`config.mk`:
```
export PLATFORM = sky130hd
export DESIGN_NAME = frame_scan_controller
export DESIGN_NICKNAME = d
export VERILOG_FILES = /design/src/rtl/frame_scan_controller.sv
export SDC_FILE = /design/constraint.sdc
export NUM_CORES = 1
export LEC_CHECK = 0
export CORE_MARGIN = 2
export CORE_UTILIZATION = 30
export CTS_CLUSTER_SIZE = 12
export DETAILED_ROUTE_END_ITERATION = 7
export HOLD_SLACK_MARGIN = 0.06
export MAX_ROUTING_LAYER = met4
export SLEW_MARGIN = 10
export SYNTH_ARGS = -nofsm -noshare
export SYNTH_HDL_FRONTEND = slang
export SYNTH_SLANG_ARGS = --single-unit
```
`constraint.sdc`:
```
create_clock -name clk -period 2.8 [get_ports clk]
set_input_delay 0.56 -clock clk [delete_from_list [all_inputs] [get_ports clk]]
set_output_delay 0.56 -clock clk [all_outputs]
set_load 0.02 [all_outputs]
```
`src/rtl/frame_scan_controller.sv`:
```
// Raster scan sequencer: walks x/y over the screen, aligns the
// renderer colour with its coordinate and strobes the VGA plot port.
//
// Ports:
//   clk, resetn           pixel clock, synchronous active-low reset
//   start                 frame request pulse (one pending request kept)
//   gameState             game state, latched at frame acceptance
//   colRunning..colOver   colours from the four state renderers
//   x, y                  scan coordinate to the renderers
//   plotX, plotY          coordinate of the pixel being written
//   plotColor             colour for plotX/plotY (0 when not plotting)
//   plot                  write strobe, one pixel per high cycle
//   frameClk              one-cycle pulse when a frame completes
//   busy                  high from frame acceptance until DONE exits
module frame_scan_controller #(
    parameter int SCREEN_W = 160,
    parameter int SCREEN_H = 120,
    parameter int PIPE_LAT = 2
) (
    input  logic       clk,
    input  logic       resetn,
    input  logic       start,
    input  logic [1:0] gameState,
    input  logic [2:0] colRunning,
    input  logic [2:0] colMenu,
    input  logic [2:0] colPause,
    input  logic [2:0] colOver,
    output logic [7:0] x,
    output logic [7:0] y,
    output logic [7:0] plotX,
    output logic [7:0] plotY,
    output logic [2:0] plotColor,
    output logic       plot,
    output logic       frameClk,
    output logic       busy
);

    localparam logic [1:0] GAME_MENU    = 2'd0;
    localparam logic [1:0] GAME_RUNNING = 2'd1;
    localparam logic [1:0] GAME_PAUSE   = 2'd2;
    localparam logic [1:0] GAME_OVER    = 2'd3;

    localparam logic [7:0] X_LAST = 8'(SCREEN_W - 1);
    localparam logic [7:0] Y_LAST = 8'(SCREEN_H - 1);
    localparam int DW = (PIPE_LAT > 1) ? $clog2(PIPE_LAT) : 1;
    localparam logic [DW-1:0] DRAIN_LAST = DW'(PIPE_LAT - 1);

    typedef enum logic [1:0] {
        IDLE,
        SCAN,
        DRAIN,
        DONE
    } state_t;

    state_t        state;
    state_t        stateNext;
    logic [7:0]    xNext;
    logic [7:0]    yNext;
    logic          pending;
    logic          pendingNext;
    logic [1:0]    stateLatched;
    logic [1:0]    latchNext;
    logic [DW-1:0] drainCnt;
    logic [DW-1:0] drainNext;
    logic          scanValid;

    logic          dlValid [PIPE_LAT];
    logic [7:0]    dlX     [PIPE_LAT];
    logic [7:0]    dlY     [PIPE_LAT];
    logic [2:0]    colSel;

    always_ff @(posedge clk) begin
        if (!resetn) begin
            state        <= IDLE;
            x            <= '0;
            y            <= '0;
            pending      <= 1'b0;
            stateLatched <= GAME_MENU;
            drainCnt     <= '0;
        end else begin
            state        <= stateNext;
            x            <= xNext;
            y            <= yNext;
            pending      <= pendingNext;
            stateLatched <= latchNext;
            drainCnt     <= drainNext;
        end
    end

    always_comb begin
        stateNext   = state;
        xNext       = x;
        yNext       = y;
        pendingNext = pending;
        latchNext   = stateLatched;
        drainNext   = drainCnt;
        scanValid   = 1'b0;
        frameClk    = 1'b0;
        busy        = 1'b1;
        unique case (state)
            IDLE: begin
                busy = 1'b0;
                if (start) begin
                    latchNext = gameState;
                    xNext     = '0;
                    yNext     = '0;
                    stateNext = SCAN;
                end
            end
            SCAN: begin
                scanValid   = 1'b1;
                pendingNext = pending | start;
                if (x == X_LAST) begin
                    if (y == Y_LAST) begin
                        // Hold the last coordinate while the pipe drains.
                        drainNext = '0;
                        stateNext = DRAIN;
                    end else begin
                        xNext = '0;
                        yNext = y + 8'd1;
                    end
                end else begin
                    xNext = x + 8'd1;
                end
            end
            DRAIN: begin
                pendingNext = pending | start;
                if (drainCnt == DRAIN_LAST) begin
                    stateNext = DONE;
                end else begin
                    drainNext = drainCnt + 1'b1;
                end
            end
            DONE: begin
                frameClk    = 1'b1;
                pendingNext = 1'b0;
                // A start seen here counts as pending and is consumed now.
                if (pending || start) begin
                    latchNext = gameState;
                    xNext     = '0;
                    yNext     = '0;
                    stateNext = SCAN;
                end else begin
                    stateNext = IDLE;
                end
            end
            default: stateNext = IDLE;
        endcase
    end

    // Delay line so plotX/plotY line up with the renderer colour.
    always_ff @(posedge clk) begin
        if (!resetn) begin
            for (int i = 0; i < PIPE_LAT; i++) begin
                dlValid[i] <= 1'b0;
                dlX[i]     <= '0;
                dlY[i]     <= '0;
            end
        end else begin
            dlValid[0] <= scanValid;
            dlX[0]     <= x;
            dlY[0]     <= y;
            for (int i = 1; i < PIPE_LAT; i++) begin
                dlValid[i] <= dlValid[i-1];
                dlX[i]     <= dlX[i-1];
                dlY[i]     <= dlY[i-1];
            end
        end
    end

    always_comb begin
        colSel = '0;
        unique case (stateLatched)
            GAME_RUNNING: colSel = colRunning;
            GAME_MENU:    colSel = colMenu;
            GAME_PAUSE:   colSel = colPause;
            GAME_OVER:    colSel = colOver;
            default:      colSel = '0;
        endcase
    end

    assign plot      = dlValid[PIPE_LAT-1];
    assign plotX     = dlX[PIPE_LAT-1];
    assign plotY     = dlY[PIPE_LAT-1];
    assign plotColor = plot ? colSel : 3'd0;

endmodule

```
==> results.cfg <==
[final_layout]
most-common-layout-cells = dfxtp_1 (56), clkdlybuf4s50_1 (54), and2_1 (29), nand2_1 (20), inv_1 (14)
layout.filler_cells = 797
n_antenna_cell = 0
flow.area_growth_from_synthesis_pct = 27.02
multi_input_comb_area_um2 = 1060
final_layout_size_suffix_gt1_frac = 0.08591
fin_util = 0.3932
final_common_cell = dfxtp_1
nNetsFinal = 316
seq_area_um2 = 1121
post_layout_cell_count = 393

[floorplan]
floorplan.rows = 32
top_level_ports = 55
die-area_um2 = 8661
die_span_x_um = 93.07
die-height_um = 93.07
starting_density_of_the_core = 0.3096
core_region_area_um2 = 7687

[clocking]
cts_max_level = 2
cts_inserted_buffers = 5
cts_tree = built
ctsRootBufferMaster = clkbuf_8
postCtsHoldBufs = 0
tritoncts_num_sinks = 56
worstSkewPairLatency_ps = 300
post_cts_resize_count = 0
clk_pin_slew_worst_paths_ps = 90
cts_post_setup_buffers_inserted = 0
clock_path_buffers = 2

[route]
detail_route.vias_per_cell = 4.634
vias = 1821
routed_wirelength_um = 4923
drt-wirelength-per-cell_um = 12.53
drt-initial-drc-count = 76
router_iterations_before_antenna_repair = 4
route.detailed.drc = 0
final_antenna_net_count = 0

[synthesis]
synth-edff-count = 0
post_synth_instance_area_um2 = 2380
post_synth_inst_count = 251
synth_area_per_cell_um2 = 9.481
async_reset_ff_frac = 0
synth.yosys.seq_area_share = 0.4711
post_synth_cell_types = 44
synth.ff_latch_count = 56
synth-main-ff-cell = dfxtp_1
synth_nets = 275
synth_warnings = 0

[timing]
setup_tns_ps = 0
finalHoldViolations = 0
worst_slew_pin_slew_ps = 514.7
report.final.setup_viol = 0
fmax_ghz = 0.3721
rsz_0062_raised_after_global_routing = false
post_route_worst_hold_slack_ps = 439.0
finalWorstPathRequiredPeriod_ps = 2687
max_slew_violation_total_from_the_final_report = 0
layout_worst_path_cycle_share = 0.9598
worst_case_clock_skew_ps = 8.556
relSlewSlack = 0.6565

[worst_setup_path]
cp.required_ps = 2240
cp_data_arrival_time_ps = 2130
critical_path.endpoint_type = primary output
crit_path_start_kind = input port
worst-setup-path-type = input port to primary output
r2r.worst_path.cells = 6
worst-path-max-fanout = 1

[grt]
first_global_vias = 1669
grtUsageTotal = 0.1209
globalRoute.totalOverflow = 0
grt_first_pass_wirelength_um = 8114
initial_antenna_violation_count = 0
grt_max_degree = 41

[power]
fraction_of_power_consumed_by_combinational_cells = 0.328
p_seq_frac = 0.434
switchingPower_w = 0.0006801
cellInternalPower_w = 0.001397
switching_share = 0.3274
power_density_normalized_to_cell_area_nw_per_um2 = 687.1
power.static_leakage_nw = 1.165
power.ir.vdd_worst_v = 0.0004181
clock_power_share = 0.239

[placement]
detailed_place_hpwl_um = 3637
gp_congestion = 0.7766
count_of_input_and_output_buffers = 54
place.detailed.instances = 387

[status]
run_status = complete, no violations

[min_path]
hold_class = register to register
min_path_cells = 1

[job]
maxCapViolations = 0
## kinds of logic (layout without fill, tap and decap cells)
logic type                 Yosys count  count (layout)  synth area share
AOI/OAI and AO/OA                   39              39            0.1125
DFF                                 56              56            0.4711
adders and majority gates            7               7           0.03680
and+or+nand+nor                    104             104            0.2455
buffers and inverters               37              77           0.08360
muxes                                8               8           0.05047
## final cells by class
cell class | count | share of cell area
sequential | 56 | 0.3709
inverter | 14 | 0.01738
timing repair buffer | 57 | 0.1863
clock buffer | 5 | 0.02276
tap | 102 | 0.04222
clock inverter | 1 | 0.009934
multi-input combinational | 158 | 0.3506
## layer usage
metal,up-vias,track usage,wire [um]
met5,-,-,0
met4,0,0.04167,75
met3,4,0.02659,212
met2,45,0.1896,2405
met1,837,0.1550,2229
li1,935,-,-
## registers in the layout (all words and copies together) (netlist names)
signal	cells
stateLatched	2
pending	1
dlValid	2
x	8
dlY	16
dlX	16
drainCnt	1
state	2
y	8
## stage by stage
| step | power [W] | instance area, um2 | setup WS (ps) |
|---|---|---|---|
| final | 0.002077 | 3023 | 112.6 |
| after global routing | 0.002229 | 3023 | 53.40 |
| after CTS | 0.002107 | 3023 | 106.4 |
| after global placement | 0.001590 | 2924 | 145.7 |
| after detailed placement | 0.001601 | 2924 | 110.9 |
| after floorplan | 0.001384 | 2380 | 844.9 |
## power groups by stage
stage               clock, W  sequential [W]  combinational [W]
finish              0.000496        0.000900           0.000681
global route        0.000553        0.000912           0.000765
CTS                 0.000520        0.000902           0.000685
detailed placement         0        0.000920           0.000682
global placement           0        0.000917           0.000673
floorplan                  0        0.000920           0.000464
## worst max-delay path, stage by stage
cell and delay (ps):
clkdlybuf4s50_1 410, mux4_2 450, and2_1 170, clkdlybuf4s50_1 540
## final timing paths
kind / start / to / slack, ps
max: colPause[2] / plotColor[2] / 110
min: dlX[0][4] / dlX[0][12] / 440
max reg2reg: y[0] / y[1] / 770
min reg2reg: dlX[0][4] / dlX[0][12] / 440
## Yosys cell counts (2+ instances only)
library cell  number  area share
a211oi_1           2      0.0063
a21oi_1            9       0.019
a311oi_1           2      0.0074
a31oi_1            3      0.0079
and2_1            29       0.076
and3_1             4       0.011
buf_4             16       0.050
clkbuf_1           7       0.011
dfxtp_1           56        0.47
ha_1               7       0.037
inv_1             14       0.022
mux2_2             2      0.0095
mux2i_1            3       0.013
mux4_2             3       0.028
nand2_1           20       0.032
nand3_1           13       0.027
nand4_1            2      0.0053
nor2_1            13       0.021
nor2b_1            2      0.0053
nor3_1             3      0.0063
nor4_1             2      0.0053
nor4b_2            2       0.013
o211ai_1           2      0.0063
o21a_1             2      0.0063
o21ai_0            3      0.0063
o22ai_1            5       0.013
or2_2              3      0.0079
or3_1              6       0.016
Note: power is estimated with default switching activity, not from simulation.
